File: config.mk
export PLATFORM = sky130hd
export DESIGN_NAME = sb_rx_deserializer
export DESIGN_NICKNAME = d
export VERILOG_FILES = /design/src/rtl/sb_pkg.sv /design/src/rtl/sb_rx_shift_reg.sv /design/src/rtl/sb_rx_deserializer.sv
export SDC_FILE = /design/constraint.sdc
export NUM_CORES = 1
export LEC_CHECK = 0
export ABC_AREA = 1
export BUFFER_PORTS_ARGS = -buffer_cell sky130_fd_sc_hd__buf_4
export CAP_MARGIN = 10
export CORE_MARGIN = 5
export CORE_UTILIZATION = 57
export DETAILED_ROUTE_END_ITERATION = 12
export GPL_ROUTABILITY_DRIVEN = 0
export PLACE_DENSITY = 0.79
export SYNTH_ARGS = -nofsm -noshare
export SYNTH_HDL_FRONTEND = slang
export SYNTH_SLANG_ARGS = --single-unit
File: constraint.sdc
create_clock -name i_pll_clk -period 1.7 [get_ports i_pll_clk]
set_input_delay 0.085 -clock i_pll_clk [delete_from_list [all_inputs] [get_ports i_pll_clk]]
set_output_delay 0.085 -clock i_pll_clk [all_outputs]
set_load 0.05 [all_outputs]
File: src/rtl/sb_pkg.sv
`default_nettype none
// ============================================================================
// Module   : sb_pkg
// Purpose  : Shared constants and state encoding for the sideband RX path.
// Revision : 1.0 - initial release
// ============================================================================
package sb_pkg;

    localparam int          SB_WORD_W       = 64;
    localparam int          SB_MIN_GAP      = 32;
    localparam logic [63:0] SB_INIT_PATTERN = 64'hAAAA_AAAA_AAAA_AAAA;

    typedef enum logic [1:0] {
        SB_RX_IDLE  = 2'd0,
        SB_RX_SHIFT = 2'd1,
        SB_RX_GAP   = 2'd2
    } sb_rx_state_t;

endpackage
`default_nettype wire

File: src/rtl/sb_rx_shift_reg.sv
`default_nettype none
// ============================================================================
// Module   : sb_rx_shift_reg
// Purpose  : LSB-first serial-to-parallel shifter with a load-to-output strobe.
// Revision : 1.0 - initial release
// ============================================================================
module sb_rx_shift_reg
    import sb_pkg::*;
#(
    parameter int WORD_W = SB_WORD_W
) (
    input  logic              i_pll_clk,
    input  logic              i_rst_n,
    input  logic              i_shift_en,
    input  logic              i_load,
    input  logic              i_bit,
    output logic [WORD_W-1:0] o_par_data
);

    // Only WORD_W-1 bits are stored; the final bit is taken straight from the
    // line when the word is loaded, so the shifter never holds a dead bit.
    logic [WORD_W-2:0] r_shift;
    logic [WORD_W-1:0] r_par_data;
    logic [WORD_W-1:0] w_word;

    assign w_word     = {i_bit, r_shift};
    assign o_par_data = r_par_data;

    always_ff @(posedge i_pll_clk or negedge i_rst_n) begin
        if (!i_rst_n) begin
            r_shift    <= '0;
            r_par_data <= '0;
        end else begin
            if (i_shift_en) begin
                r_shift <= w_word[WORD_W-1:1];
            end
            if (i_load) begin
                r_par_data <= w_word;
            end
        end
    end

endmodule
`default_nettype wire

File: src/rtl/sb_rx_deserializer.sv
`default_nettype none
// ============================================================================
// Module   : sb_rx_deserializer
// Purpose  : Sideband RX deserializer with 64-active / 32-idle framing checks.
//            Define SB_RX_PATTERN_DET_EN to add SBINIT pattern detection.
// Revision : 1.0 - initial release
// ============================================================================
module sb_rx_deserializer
    import sb_pkg::*;
#(
    parameter int WORD_W  = SB_WORD_W,
    parameter int MIN_GAP = SB_MIN_GAP
) (
    input  logic              i_pll_clk,
    input  logic              i_rst_n,
    input  logic              i_rxcksb_en,
    input  logic              i_rxdatasb,
    output logic [WORD_W-1:0] o_par_data,
    output logic              o_de_ser_done,
    output logic              o_frame_err,
    output logic              o_gap_err,
    output logic              o_rx_busy
`ifdef SB_RX_PATTERN_DET_EN
    ,
    output logic              o_pattern_det
`endif
);

    localparam int c_BIT_CNT_W = $clog2(WORD_W + 1);
    localparam int c_GAP_CNT_W = $clog2(MIN_GAP + 1);

    localparam logic [c_BIT_CNT_W-1:0] c_LAST_BIT = c_BIT_CNT_W'(WORD_W - 1);
    localparam logic [c_GAP_CNT_W-1:0] c_GAP_MAX  = c_GAP_CNT_W'(MIN_GAP);

    sb_rx_state_t             r_state;
    logic [c_BIT_CNT_W-1:0]   r_bit_cnt;
    logic [c_GAP_CNT_W-1:0]   r_gap_cnt;
    logic                     r_done;
    logic                     r_frame_err;
    logic                     r_gap_err;

    logic [c_GAP_CNT_W-1:0]   w_gap_inc;
    logic                     w_load;
    logic [WORD_W-1:0]        w_par_data;

    assign w_gap_inc = r_gap_cnt + c_GAP_CNT_W'(1);
    assign w_load    = (r_state == SB_RX_SHIFT) && i_rxcksb_en && (r_bit_cnt == c_LAST_BIT);

    // Every qualified bit is captured, whichever state it arrives in.
    sb_rx_shift_reg #(
        .WORD_W     (WORD_W)
    ) u_shift_reg (
        .i_pll_clk  (i_pll_clk),
        .i_rst_n    (i_rst_n),
        .i_shift_en (i_rxcksb_en),
        .i_load     (w_load),
        .i_bit      (i_rxdatasb),
        .o_par_data (w_par_data)
    );

    always_ff @(posedge i_pll_clk or negedge i_rst_n) begin
        if (!i_rst_n) begin
            r_state     <= SB_RX_IDLE;
            r_bit_cnt   <= '0;
            r_gap_cnt   <= '0;
            r_done      <= 1'b0;
            r_frame_err <= 1'b0;
            r_gap_err   <= 1'b0;
        end else begin
            r_done      <= 1'b0;
            r_frame_err <= 1'b0;
            r_gap_err   <= 1'b0;
            case (r_state)
                SB_RX_IDLE: begin
                    if (i_rxcksb_en) begin
                        r_bit_cnt <= c_BIT_CNT_W'(1);
                        r_state   <= SB_RX_SHIFT;
                    end
                end
                SB_RX_SHIFT: begin
                    if (!i_rxcksb_en) begin
                        r_frame_err <= 1'b1;
                        r_bit_cnt   <= '0;
                        r_state     <= SB_RX_IDLE;
                    end else if (r_bit_cnt == c_LAST_BIT) begin
                        r_done    <= 1'b1;
                        r_bit_cnt <= '0;
                        r_gap_cnt <= '0;
                        r_state   <= SB_RX_GAP;
                    end else begin
                        r_bit_cnt <= r_bit_cnt + c_BIT_CNT_W'(1);
                    end
                end
                SB_RX_GAP: begin
                    if (i_rxcksb_en) begin
                        // Early start: flag it, but keep the bit as bit 0 of a new word.
                        r_gap_err <= (r_gap_cnt < c_GAP_MAX);
                        r_bit_cnt <= c_BIT_CNT_W'(1);
                        r_state   <= SB_RX_SHIFT;
                    end else begin
                        if (r_gap_cnt != c_GAP_MAX) begin
                            r_gap_cnt <= w_gap_inc;
                        end
                        if (w_gap_inc >= c_GAP_MAX) begin
                            r_state <= SB_RX_IDLE;
                        end
                    end
                end
                default: begin
                    r_state <= SB_RX_IDLE;
                end
            endcase
        end
    end

    assign o_par_data    = w_par_data;
    assign o_de_ser_done = r_done;
    assign o_frame_err   = r_frame_err;
    assign o_gap_err     = r_gap_err;
    assign o_rx_busy     = (r_state == SB_RX_SHIFT);

`ifdef SB_RX_PATTERN_DET_EN
    assign o_pattern_det = r_done && (w_par_data == WORD_W'(SB_INIT_PATTERN));
`endif

endmodule
`default_nettype wire

==> results of run 1 <==
[state kept, by name, indices dropped and copies added, names as in the netlist]
name,count
r_state,2
o_gap_err,1
u_shift_reg.o_par_data,64
r_bit_cnt,7
o_de_ser_done,1
u_shift_reg.r_shift,63
r_gap_cnt,6
o_frame_err,1
[final timing paths]
check	start	end	slack [ns]
min in group i_pll_clk	i_rxdatasb	u_shift_reg.o_par_data[63]	0.33
hold / removal	i_rst_n	u_shift_reg.o_par_data[48]	0.08
max in group asynchronous	i_rst_n	u_shift_reg.r_shift[59]	1.00
hold reg to reg	u_shift_reg.r_shift[31]	u_shift_reg.r_shift[30]	0.48
setup / recovery	r_bit_cnt[0]	r_gap_cnt[1]	0.13
setup reg to reg	r_bit_cnt[0]	r_gap_cnt[1]	0.13
[cell usage after synthesis]
cell      instances  area share, %
nand2_1         176             12
dfrtp_1         145             64
o21ai_0         110            9.7
inv_1            82            5.4
o21ai_1          16            1.4
nor2_1           13           0.86
clkbuf_1         12           0.79
buf_2            10           0.88
nand3_1           9           0.79
a21oi_1           4           0.35
buf_6             4           0.79
o21ai_2           4           0.62
ha_1              3           0.66
nand4_1           3           0.33
buf_1             2           0.13
inv_2             2           0.13
nor3_1            2           0.18
o21bai_1          2           0.26
nand3_2           1           0.18
nor2_2            1           0.11
nor2_4            1           0.20
o22ai_1           1           0.11
or2_2             1           0.11
xnor2_1           1           0.15
xor2_1            1           0.15
[layer usage]
layer,vias to the layer above,track usage [%],part of all wire (%)
met1,2018,26.6,44
met4,0,8.28,1.8
met2,90,33.4,50
met3,22,5.34,4.6
li1,2042,-,-
met5,-,0,0
[stage by stage]
step | area (um2) | power (W) | hold WS (ns)
floorplan | 5670 | 0.00443 | -0.211
global placement | 6340 | 0.00464 | 0.0490
detailed placement | 6340 | 0.00469 | 0.0571
CTS | 6990 | 0.00860 | 0.0838
global route | 7000 | 0.00891 | 0.117
finish | 7000 | 0.00854 | 0.0848
[report_power, final]
part,internal [W],switching [W],total (W),leakage [nW]
clock network,0.00247,0.00142,0.00388,0.294
logic,0.000218,0.000508,0.000726,1.18
registers,0.00374,0.000189,0.00393,1.97
[layout by cell type, fill, tap and decap left out, types with 3 or more instances in the layout]
cell and count:
a21oi_1 4, buf_12 4, buf_4 72, bufinv_16 4, clkbuf_16 16, clkbuf_8 3
clkinvlp_4 4, dfrtp_1 145, dlygate4sd3_1 3, ha_1 3, inv_1 82, nand2_1 175
nand3_1 9, nand4_1 3, nor2_1 13, o21ai_0 110, o21ai_1 16, o21ai_2 4
[logic make-up after synthesis]
logic type | count (synthesis) | synth area share, %
compound gates | 137 | 12.5
flops | 145 | 64.0
buf+inv | 112 | 8.16
fa+ha+maj | 3 | 0.662
simple gates | 207 | 14.4
xor+xnor | 2 | 0.309
[final cells by class]
class / count / area share, %
clock inverter: 12 / 2.59
tap: 133 / 2.38
sequential: 145 / 51.8
clock buffer: 20 / 6.36
timing repair buffer: 81 / 9.61
multi-input combinational: 349 / 22.7
inverter: 84 / 4.50
[repair_timing]
item / in CTS / in global routing
endpoints found under the hold margin: 148 / 0
gates resized for setup: 0 / 2
endpoints found under the setup margin: 0 / 14
hold buffers: 3 / 0
==> run metrics, run 1 <==
initial core utilization approximately 58%; area taken by multi-input logic gates approximately 0.0016 mm2; Antenna Nets Post-Route 0; Total GRT Usage approximately a fifth; Ports between 70 and 80; Starting DRT DRC Count about 280; P per Cell Area between 1000 and 1500 mW/mm2; post-synthesis sequential area ratio 64.0%; Crit path required time around 2.2 ns; setup ws final approximately 0.13 ns; Layout Nets between 600 and 700; Die Y 110 um; DRC 0; CTS tree built; Gate Count Post-Synth 606; CTS max path bufs 2; relative slew slack a little over half; CP Buf/Inv Count 0; CP top delay family simple AND/OR/NAND/NOR gates; Critical Path Start Type register; YS warnings 0; CP endpoint kind register; Clock transition at path regs 0.06 ns; Static Leak approximately 3.4 nW; net count after synthesis between 600 and 700; Core Region 0.00973 mm2; Final TNS setup 0 ns; GRT overflow 0; peak supply drop about 0.67 mV; Finished Layout Cells roughly 820; die area roughly 0.012 mm2; slew of the pin with the lowest slew margin between 0.7 and 0.8 ns; status completed; clock skew between 0.004 and 0.005 ns; final hold vios 0; post-layout min period 1.57 ns; Sink Count roughly 150; share of cells above drive strength 1 17.4%; DP HPWL 7010 um; Filler Cell Count ~720; Post-Syn Area 0.00567 mm2; fin crit share 92.3%; RSZ-0062 raised after global routing no; DRT Pass-1 Iters 5; Inst Count DP roughly 800; vias per cell about 5; row count 36; first-pass GRT wire length about 19000 um; Area growth, synth to finish 23.5%; initial antenna violation count 0; Reg2Reg Depth 7; Max-cap violations 0; port buffer count 71; via count ~4200; DR WL/cell 13.7 um; fin util a little under three quarters; TritonCTS Buffers 17; Slew Limit Fails 0; vias in the first global route just over 4000; clock insertion delay at the later pin of the skew report about 0.52 ns; wirelength, routed 11300 um; Avg Cell Area, Syn approximately 9.4 um2; flops & latches, synth approximately 150; Hold Crit Class input pin to async pin; CTS root buf clkbuf_8; FMAX around 640 MHz; largest net degree at the start of global routing 87; Die Wd 110 um; CP max stage cell dfrtp_1; Worst Path Max Fanout 5; H-tree Lvls 4; # diodes 0; CP Depth 7; post-place setup slack approximately 0.11 ns; post-synth cell types 25; CP Cell Sequence ha_1 > nand3_2 > nor2_4 > nor2_1 > nor2_1 > nand2_1 > nand2_1; Reg area approximately 0.0036 mm2; delay of the slowest critical-path stage between 0.4 and 0.5 ns; WS Path Type register to register; final setup fails 0; WP data arrival between 2 and 2.5 ns; setup bufs post-CTS 0
(Power assumes the default switching activity.)
==> run 2: changes to the inputs <==
--- a/config.mk
+++ b/config.mk
@@ -9,10 +9,11 @@
 export BUFFER_PORTS_ARGS = -buffer_cell sky130_fd_sc_hd__buf_4
 export CAP_MARGIN = 10
 export CORE_MARGIN = 5
-export CORE_UTILIZATION = 57
+export CORE_UTILIZATION = 60
+export CTS_BUF_LIST = sky130_fd_sc_hd__clkbuf_2
 export DETAILED_ROUTE_END_ITERATION = 12
 export GPL_ROUTABILITY_DRIVEN = 0
-export PLACE_DENSITY = 0.79
+export PLACE_DENSITY = 0.82
 export SYNTH_ARGS = -nofsm -noshare
 export SYNTH_HDL_FRONTEND = slang
 export SYNTH_SLANG_ARGS = --single-unit
==> run 2 against run 1 <==
Against the previous run: cell area fell by 3.7%; worst setup slack worse by 0.017 ns; final cell count up 0.12%; total power is 16% lower; sequential cell count stayed put; critical path type unchanged.
==> run metrics, run 2 (same netlist as run 1, synthesis figures left out) <==
WP data arrival between 2 and 2.5 ns; WS Path Type register to register; H-tree Lvls 4; Layout Nets 690; final setup fails 0; slew of the pin with the lowest slew margin 0.569 ns; peak supply drop roughly 0.66 mV; r2r setup slk 0.11 ns; FMAX between 600 and 700 MHz; area taken by multi-input logic gates ~0.0016 mm2; post-layout min period approximately 1.6 ns; clock skew 0.0297 ns; via count 4173; setup ws final 0.114 ns; row count 35; Ports 72; end of the critical path r_gap_cnt[2]; Static Leak ~3.4 nW; Worst Path Max Fanout 7; total power approximately 0.0072 W; fin crit share between 90% and 100%; DR WL/cell between 10 and 15 um; CP endpoint kind register; GRT overflow 0; vias in the first global route between 4000 and 5000; Crit path required time ~2.3 ns; share of cells above drive strength 1 between 10% and 20%; Max-cap violations 0; wirelength, routed roughly 11000 um; CTS root buf clkbuf_2; Reg2Reg Depth 8; clock insertion delay at the later pin of the skew report approximately 0.66 ns; port buffer count 71; most common cell after layout, fill and taps aside nand2_1; post-place setup slack ~0.066 ns; CP max stage cell dfrtp_1; commonest cells after routing, fill and taps aside nand2_1 (175), dfrtp_1 (145), o21ai_0 (110); DRC 0; DP HPWL between 7000 and 8000 um; Area growth, synth to finish 18.9%; # diodes 0; delay of the slowest critical-path stage 0.43 ns; Die Y between 100 and 150 um; Starting DRT DRC Count 263; initial antenna violation count 0; DRT Pass-1 Iters 4; crit path from r_bit_cnt[0]; initial core utilization 61.4%; Reg-to-Reg Start r_bit_cnt[0]; Largest register FFs 64; vias per cell just over 5; Total GRT Usage 20.8%; WHS between 0.2 and 0.25 ns; CTS tree built; Clock transition at path regs roughly 0.19 ns; DP Area ~0.0063 mm2; design area a little under 0.007 mm2; Antenna Nets Post-Route 0; Reg area between 0.003 and 0.004 mm2; most frequent CP cell nand2_1; status completed; final hold vios 0; Sink Count 145; RR Endpoint r_gap_cnt[2]; CTS max path bufs 2; RSZ-0062 raised after global routing no; Final TNS setup 0 ns; P per Cell Area roughly 1100 mW/mm2; Core Region 0.00924 mm2; relative slew slack between 60% and 70%; Die Wd between 100 and 150 um; CP Cell Sequence ha_1 > nand3_2 > inv_1 > nand2_1 > nand2_1 > nand3_1 > nand2_1 > nand2_1; Hold Crit Class input pin to register; Filler Cell Count between 600 and 700; largest net degree at the start of global routing 70; first-pass GRT wire length ~19000 um; Critical Path Start Type register; Slew Limit Fails 0; die area 0.0115 mm2; TritonCTS Buffers 17
[run 2: cell count changes in the layout (fill, tap and decap cells not counted)]
cell	delta
bufinv_16	+2
nor2_1	-1
clkbuf_16	-16
clkbuf_2	+19
dlygate4sd3_1	+1
nor2_2	+1
clkbuf_1	-1
buf_4	+4
clkinvlp_4	-2
clkbuf_8	-3
clkinv_4	+2
inv_6	-1
[run 2: how the worst min path moves through the flow]
| stage | start | endpoint | cells past startpoint |
|---|---|---|---|
| 2_1_floorplan | i_rst_n | o_de_ser_done | 0 |
| 3_3_place_gp | i_rst_n | r_bit_cnt[3] | 1 |
| 3_5_place_dp | i_rst_n | r_bit_cnt[2] | 1 |
| 4_1_cts | i_rxdatasb | u_shift_reg.o_par_data[63] | 4 |
| 5_1_grt | i_rxdatasb | u_shift_reg.o_par_data[63] | 4 |
| 6_report | i_rxdatasb | u_shift_reg.o_par_data[63] | 4 |
[run 2: area by class of cell]
cell class,count,share of cell area (%)
flip-flops and latches,145,53.8
multi-input cells,349,23.6
repair buffers,86,10.6
inverters,84,4.68
clock inverters,13,3.49
well taps,129,2.39
clock buffers,19,1.41
[run 2: metal layers]
layer	track usage [%]	wire length, um
met1	26.3	4640
met2	34.1	5460
met3	5.12	484
met4	9.22	191
met5	0	0
[run 2: stage by stage]
step                cells  utilization [%]
floorplan             606                -
global placement      786             68.5
detailed placement    786             68.5
CTS                   823             72.7
global route          825             73.0
finish                825             73.0
[run 2: power breakdown]
group,switching (W),internal (W)
logic,0.000519,0.000253
registers,0.000183,0.00374
clock network,0.00120,0.00128
[run 2: critical path, delay by kind of cell (launching register included)]
kind / cells / cell delay, ns
simple gates: 6 / 0.73
buf+inv: 1 / 0.12
flops: 1 / 0.43
fa+ha+maj: 1 / 0.24
[run 2: timing repair]
item | CTS | global route
endpoints found under the setup margin | 0 | 30
hold buffers | 5 | 0
resized for setup | 0 | 3
setup buffers | 0 | 2
endpoints found under the hold margin | 183 | 0
